**config.mk**
```make
export PLATFORM = sky130hd
export DESIGN_NAME = alu_sequencer
export DESIGN_NICKNAME = d
export VERILOG_FILES = /design/src/rtl/alu_sequencer.sv
export SDC_FILE = /design/constraint.sdc
export NUM_CORES = 1
export LEC_CHECK = 0
export ABC_AREA = 1
export ABC_CLOCK_PERIOD_IN_PS = 2200
export BUFFER_PORTS_ARGS = -buffer_cell sky130_fd_sc_hd__buf_2
export CAP_MARGIN = 20
export CORE_ASPECT_RATIO = 1.25
export CORE_UTILIZATION = 45
export CTS_CLUSTER_SIZE = 16
export DETAILED_ROUTE_END_ITERATION = 10
export HOLD_SLACK_MARGIN = 0.06
export PLACE_DENSITY = 0.77
export RECOVER_POWER = 100
export SLEW_MARGIN = 20
export SYNTH_ARGS = -nofsm -noshare
export SYNTH_HDL_FRONTEND = slang
export SYNTH_SLANG_ARGS = --single-unit
```
**constraint.sdc**
```tcl
create_clock -name Clk -period 2.2 [get_ports Clk]
set_input_delay 0.22 -clock Clk [delete_from_list [all_inputs] [get_ports Clk]]
set_output_delay 0.22 -clock Clk [all_outputs]
set_load 0.02 [all_outputs]
```
**src/rtl/alu_sequencer.sv**
```systemverilog
// Request/response sequencer driving an external combinational ALU, one op in flight.
// Optional accumulator forwarding is enabled by defining ALU_SEQ_ACC_FORWARD_EN.
module alu_sequencer #(
  parameter int unsigned SETTLE_CYCLES = 1
) (
  input  logic       Clk,
  input  logic       Rst_n,
  input  logic       Req_Valid,
  output logic       Req_Ready,
  input  logic [7:0] Req_Op,
  input  logic [7:0] Req_A,
  input  logic [7:0] Req_B,
  input  logic       Req_Use_Acc,
  output logic [7:0] Alu_A,
  output logic [7:0] Alu_B,
  output logic [7:0] Alu_Selector,
  input  logic [7:0] Alu_X,
  input  logic [7:0] Alu_Flags,
  output logic       Rsp_Valid,
  input  logic       Rsp_Ready,
  output logic [7:0] Rsp_X,
  output logic [7:0] Rsp_Flags,
  output logic       Rsp_Err,
  output logic [7:0] Flags_Reg,
  output logic       Busy
);

  typedef enum logic [1:0] {IDLE, ISSUE, RESP} state_t;

  state_t     state_q;
  logic [3:0] cnt_q;
  logic [7:0] a_q, b_q, sel_q;
  logic [7:0] rsp_x_q, rsp_flags_q, flags_q;
  logic       rsp_err_q;
  logic [7:0] a_d;
  logic [7:0] flags_d;
  logic       capture;

  function automatic logic op_legal(input logic [7:0] op);
    return (op >= 8'h01) && (op <= 8'h0A);
  endfunction

  // Bits 4, 5 and 7 carry no architectural meaning and are always reported as zero.
  function automatic logic [7:0] mask_flags(input logic [7:0] f);
    return f & 8'b0100_1111;
  endfunction

  assign capture = (state_q == ISSUE) && (cnt_q == 4'd0);
  assign flags_d = mask_flags(Alu_Flags);

`ifdef ALU_SEQ_ACC_FORWARD_EN
  logic [7:0] acc_q;

  always_ff @(posedge Clk or negedge Rst_n) begin
    if (!Rst_n) begin
      acc_q <= 8'h00;
    end else if (capture) begin
      acc_q <= Alu_X;
    end
  end

  assign a_d = Req_Use_Acc ? acc_q : Req_A;
`else
  logic unused_use_acc;
  assign unused_use_acc = Req_Use_Acc;
  assign a_d            = Req_A;
`endif

  always_ff @(posedge Clk or negedge Rst_n) begin
    if (!Rst_n) begin
      state_q     <= IDLE;
      cnt_q       <= 4'd0;
      a_q         <= 8'h00;
      b_q         <= 8'h00;
      sel_q       <= 8'h00;
      rsp_x_q     <= 8'h00;
      rsp_flags_q <= 8'h00;
      rsp_err_q   <= 1'b0;
      flags_q     <= 8'h00;
    end else begin
      case (state_q)
        IDLE: begin
          if (Req_Valid) begin
            a_q <= a_d;
            b_q <= Req_B;
            if (op_legal(Req_Op)) begin
              sel_q   <= Req_Op;
              cnt_q   <= 4'(SETTLE_CYCLES);
              state_q <= ISSUE;
            end else begin
              rsp_x_q     <= 8'h00;
              rsp_flags_q <= 8'h00;
              rsp_err_q   <= 1'b1;
              state_q     <= RESP;
            end
          end
        end
        ISSUE: begin
          if (capture) begin
            rsp_x_q     <= Alu_X;
            rsp_flags_q <= flags_d;
            rsp_err_q   <= 1'b0;
            flags_q     <= flags_d;
            sel_q       <= 8'h00;
            state_q     <= RESP;
          end else begin
            cnt_q <= cnt_q - 4'd1;
          end
        end
        RESP: begin
          if (Rsp_Ready) begin
            state_q <= IDLE;
          end
        end
        default: state_q <= IDLE;
      endcase
    end
  end

  assign Req_Ready    = (state_q == IDLE);
  assign Rsp_Valid    = (state_q == RESP);
  assign Busy         = (state_q != IDLE);
  assign Alu_A        = a_q;
  assign Alu_B        = b_q;
  assign Alu_Selector = sel_q;
  assign Rsp_X        = rsp_x_q;
  assign Rsp_Flags    = rsp_flags_q;
  assign Rsp_Err      = rsp_err_q;
  assign Flags_Reg    = flags_q;

endmodule
```
# [Yosys cells after proc, flatten, opt, wreduce, memory -nomap -nowiden]
# Cells that the tools add are included.
[op_classes] reduce_logical=12 shift=0 n_mul=0 mux=23 order_cmp=2 div_mod_pow=0 bitwise=0 addsub=1 eq_ne=8
[ops] cell="$mux 8" count=7
[ops] cell="$pmux 8 s2" count=3
[ops] cell="$mux 4" count=3
[ops] cell="$reduce_and 4->1" count=3
[ops] cell="$ge 8x1->1 const B" count=1
[ops] cell="$le 8x4->1 const B" count=1
[ops] cell="$mux 2" count=4
[ops] cell="$ne 2x2->1 const B" count=4
[ops] cell="$pmux 4 s2" count=1
[ops] cell="$pmux 2 s3" count=1
[ops] cell="$logic_not 4->1" count=1
[ops] cell="$ne 2x1->1 const B" count=2
[ops] cell="$reduce_and 2->1" count=2
[ops] cell="$reduce_bool 2->1" count=2
[ops] cell="$sub 4x1->4 const B" count=1
[ops] cell="$mux 1" count=3
[ops] cell="$reduce_and 3->1" count=1
[ops] cell="$eq 2x1->1 const B" count=1
[ops] cell="$eq 2x2->1 const B" count=1
[ops] cell="$logic_and 1x1->1" count=2
[ops] cell="$logic_not 2->1" count=1
[ops] cell="$pmux 1 s2" count=1
[totals] n_memories=0 ff_bits=52 latchBits=0 word_cells=55 ramBits=0 out_inout_bits=52 rom_bits=0

# [Longest topological paths before layout]
[logic_depth] ltp_word=5 mapped_depth=9 ltp_nobuf=9

# [Worst setup path after synthesis]
# OpenSTA, ideal clock, no wires.
[synth_path] path_type="register -> register" start="reg state_q[0]" end="reg a_q[0], in the netlist Alu_A[0]" slack_ns=0.751 arrival_ns=1.324 path_stages_with_launch=5 t_required_ns=2.075 setup_ns=0.125 cell_sequence="dfrtp_1 -> nor2_4 -> nand2_4 -> buf_6 -> mux2_4"
[synth_via] elab_chain_len=2
[synth_rtl] item="start: declaration" line_no="30" rtl="state_t state_q;"
[synth_rtl] item="start signal: assignment" line_no="71" rtl="state_q <= IDLE;"
[synth_rtl] item="start signal: assignment" line_no="89" rtl="state_q <= ISSUE;"
[synth_rtl] item="start signal: assignment" line_no="94" rtl="state_q <= RESP;"
[synth_rtl] item="$logic_not 2->1"
[synth_rtl] item="net Req_Ready" line_no="9" rtl="output logic Req_Ready,"
[synth_rtl] item="$reduce_and 2->1 (no line)"
[synth_rtl] item="end signal: assignment" line_no="73" rtl="a_q <= 8'h00;"
[synth_rtl] item="end signal: assignment" line_no="84" rtl="a_q <= a_d;"
[synth_rtl] item="end: declaration" line_no="32" rtl="logic [7:0] a_q, b_q, sel_q;"
# The timed path passes the listed nets, and every way through them passes these cells.
# A chain may end at the register's enable or synchronous reset.

# [Final worst setup path]
[layout_path] start="reg cnt_q[0]" end="reg sel_q[3], in the netlist Alu_Selector[3]"
[layout_via] elab_chain_len=4
[layout_rtl] item="start: declaration" line_no="31" rtl="logic [3:0] cnt_q;"
[layout_rtl] item="start signal: assignment" line_no="88" rtl="cnt_q <= 4'(SETTLE_CYCLES);"
[layout_rtl] item="start signal: assignment" line_no="107" rtl="cnt_q <= cnt_q - 4'd1;"
[layout_rtl] item="$logic_not 4->1" line_no="48" rtl="assign capture = (state_q == ISSUE) && (cnt_q == 4'd0);"
[layout_rtl] item="$logic_and 1x1->1" line_no="48"
[layout_rtl] item="$ne 2x2->1 (no line)"
[layout_rtl] item="$reduce_and 4->1 (no line)"
[layout_rtl] item="end signal: assignment" line_no="87" rtl="sel_q <= Req_Op;"
[layout_rtl] item="end: declaration" line_no="32"
# Every way passes these cells.

==> impl_metrics.toml <==
[sta]
finalHoldViolCount = 0
worst_pin_slew_ps = 1155
final.setup.tns_ps = 0
relSlewSlack_pct = 23.02
fin_skew_ps = 7.645
final.setup.worst_slack_ps = 433.1
rsz0062_at_grt = "false"
max_clock_freq_ghz = 0.5660
period_share_pct = 80.31
period_needed_ps = 1767
report.final.setup_viol = 0
finalMaxSlewViolations = 0

[route]
ant_nets = 0
vias_per_cell = 4.622
first_iter_violations = 87
via_count = 1664
drc = 0
drt-pass1-iter-count = 4
wl_per_cell_microns = 11.49
drt-total-wl_mm = 4.138

[clock_tree]
cts_buffers = 5
clk-insertion-delay-late_ps = 300
clock-root-buffer = "clkbuf_8"
post_cts_buffers = 0
cts_tree = "yes"
clk_pin_slew_ps = 90
clkSinkCount = 49
cts_hold_buf = 1
clock_path_buffers = 2
h-tree-depth = 2
postCtsResizedCells = 0

[job]
cap_violations = 0

[logic_synthesis]
synth.area.top_cells = "dfrtp_1 (57%), nand2_1 (12%), mux2_4 (6.9%)"
synth_edf_count = 0
yosys-top-cells-count = "nand2_1 (71), dfrtp_1 (49), inv_1 (14), nor2_1 (11), mux2_4 (10)"
yosysUniqueCellTypes = 25
syn_inst = 208
syn_area_per_cell_sq_um = 10.40
yosysTopAreaCell = "dfrtp_1"
syn-cell-area_sq_um = 2163
yosysMostFrequentCell = "nand2_1"
async_flop_share_pct = 100.0
ys.warnings.count = 0
ys_seq_area_share_pct = 56.68
synth_top_area_share_pct = 56.68
ys_ff_latch = 49
synth-main-ff-cell = "dfrtp_1"

[worst_setup_path]
cp_cell_sequence = "inv_1 -> ha_1 -> nand2_1 -> a22oi_1 -> buf_4 -> nand2_1 -> nand2_1 -> nand2_1"
cpMostUsedCell = "nand2_1"
cp_top_family = "flip-flops"
startpoint_type = "register"
worstPathMaxFanout = 10
worstPathArrival_ps = 1960
rr_startpoint = "cnt_q[0]"
critical_path_class = "reg2reg"
critPathRequiredTime_ps = 2390
end_kind = "register"
slowest_stage = "dfrtp_1"
startpoint = "cnt_q[0]"
max_stage_delay_ps = 420
timing.critical_path.buf_inv = 2

[final_layout]
synthToLayoutAreaGrowth_pct = 20.82
nets = 348
design_area_sq_um = 2614
final_util_pct = 58.17
layout-drive-gt1-share_pct = 21.19
antenna-diode-count = 0

[power]
powerDensity_nw_per_um2 = 1377
p_leak_nw = 1.376
max-vdd-ir-drop_uv = 786.6

[floorplan]
core_sq_um = 4493
start_util_pct = 48.15
die_width_microns = 64.02
rows = 27
die_y_microns = 79.52
floorplan.die_area_sq_um = 5090
boundaryPins = 97

[global_route]
grt_max_degree = 26
grt_pass1_wl_mm = 6.893
first_global_vias = 1637
antenna_found_initial = 0
overflow = 0
grt_util_all_layers_pct = 17.79

[run_status]
status = "finished clean"

[min_path]
min-delay-start = "Alu_X[4]"
hp-class = "in2reg"

[placed_design]
place_ws_ps = 605.9
portBuffers = 86
gp_congestion = 0.7806
place_hpwl_mm = 3.191
dpl_cell_area_sq_um = 2635
state kept, by name, summed over array words and instances (netlist names):
| name | flops |
|---|---|
| Alu_A | 8 |
| Alu_B | 8 |
| Alu_Selector | 8 |
| Rsp_X | 8 |
| Flags_Reg | 5 |
| Rsp_Flags | 5 |
| cnt_q | 4 |
| state_q | 2 |
| Rsp_Err | 1 |
routing by layer:
metal	up-vias	share of wire (%)	GRT usage, %
li1	826	-	-
met1	766	43	20.09
met2	67	48	30.96
met3	5	7.1	5.571
met4	0	1.1	7.045
met5	-	0	0
cell type report:
type,count,area (sq um)
repair buffers,91,407.9
well taps,58,72.57
inverters,16,62.56
multi-input cells,138,754.5
fillers,441,1879
flip-flops and latches,49,1226
clock buffers,5,68.82
clock inverters,3,21.27
cell usage in the layout (no fill, tap or decap):
cell and count:
nand2_1 72, dfrtp_1 49, clkbuf_1 48, buf_2 39, inv_1 14, nor2_1 11, mux2_1 10, o21ai_0 9
nand3_1 8, mux2_2 6, conb_1 6, clkbuf_8 5, a21boi_0 4, buf_4 3, nand2_4 2, ha_1 2
nor2_4 1, inv_2 1, nand4_2 1, inv_4 1, a22oi_1 1, nand3_4 1, nor3_1 1, xnor2_1 1
nand2_2 1, xor2_1 1, clkinvlp_4 1, inv_6 1, clkinv_2 1, dlygate4sd3_1 1
logic make-up after synthesis:
logic type | count (synthesis) | share of synthesized area (%)
compound gates | 14 | 4.453
xor+xnor | 2 | 0.8099
fa+ha+maj | 2 | 1.157
buf+inv | 26 | 6.593
flops | 49 | 56.68
mux | 16 | 10.06
other cells | 1 | 0.1733
simple gates | 98 | 20.07
worst paths after layout:
path,end,slack (ps),depth (start not counted)
worst max-delay path,Alu_Selector[3],430,8
worst min-delay path,Rsp_X[4],120,3
worst max register to register,Alu_Selector[3],430,8
worst min register to register,Alu_Selector[1],480,2
max in group asynchronous,Alu_Selector[0],640,3
min in group asynchronous,Alu_A[2],250,2
where the power goes:
group          switching [W]  internal (W)  total [W]
logic                0.00111      0.000503    0.00161
clock network       0.000296      0.000226   0.000522
registers           0.000212       0.00126    0.00147
total                0.00161       0.00198    0.00360
tightest hold or removal path, cell delays in order:
cell and delay [ps]:
buf_2 80, nand2_1 40, nand2_1 50
through the flow:
step	total power (W)	hold slack, ps	instances
CTS	0.003883	108.4	360
detailed placement	0.003344	20.78	351
global placement	0.003292	20.05	351
global route	0.003870	110.2	360
floorplan	0.002804	-75.59	213
finish	0.003599	119.7	360
(Power assumes the default switching activity.)
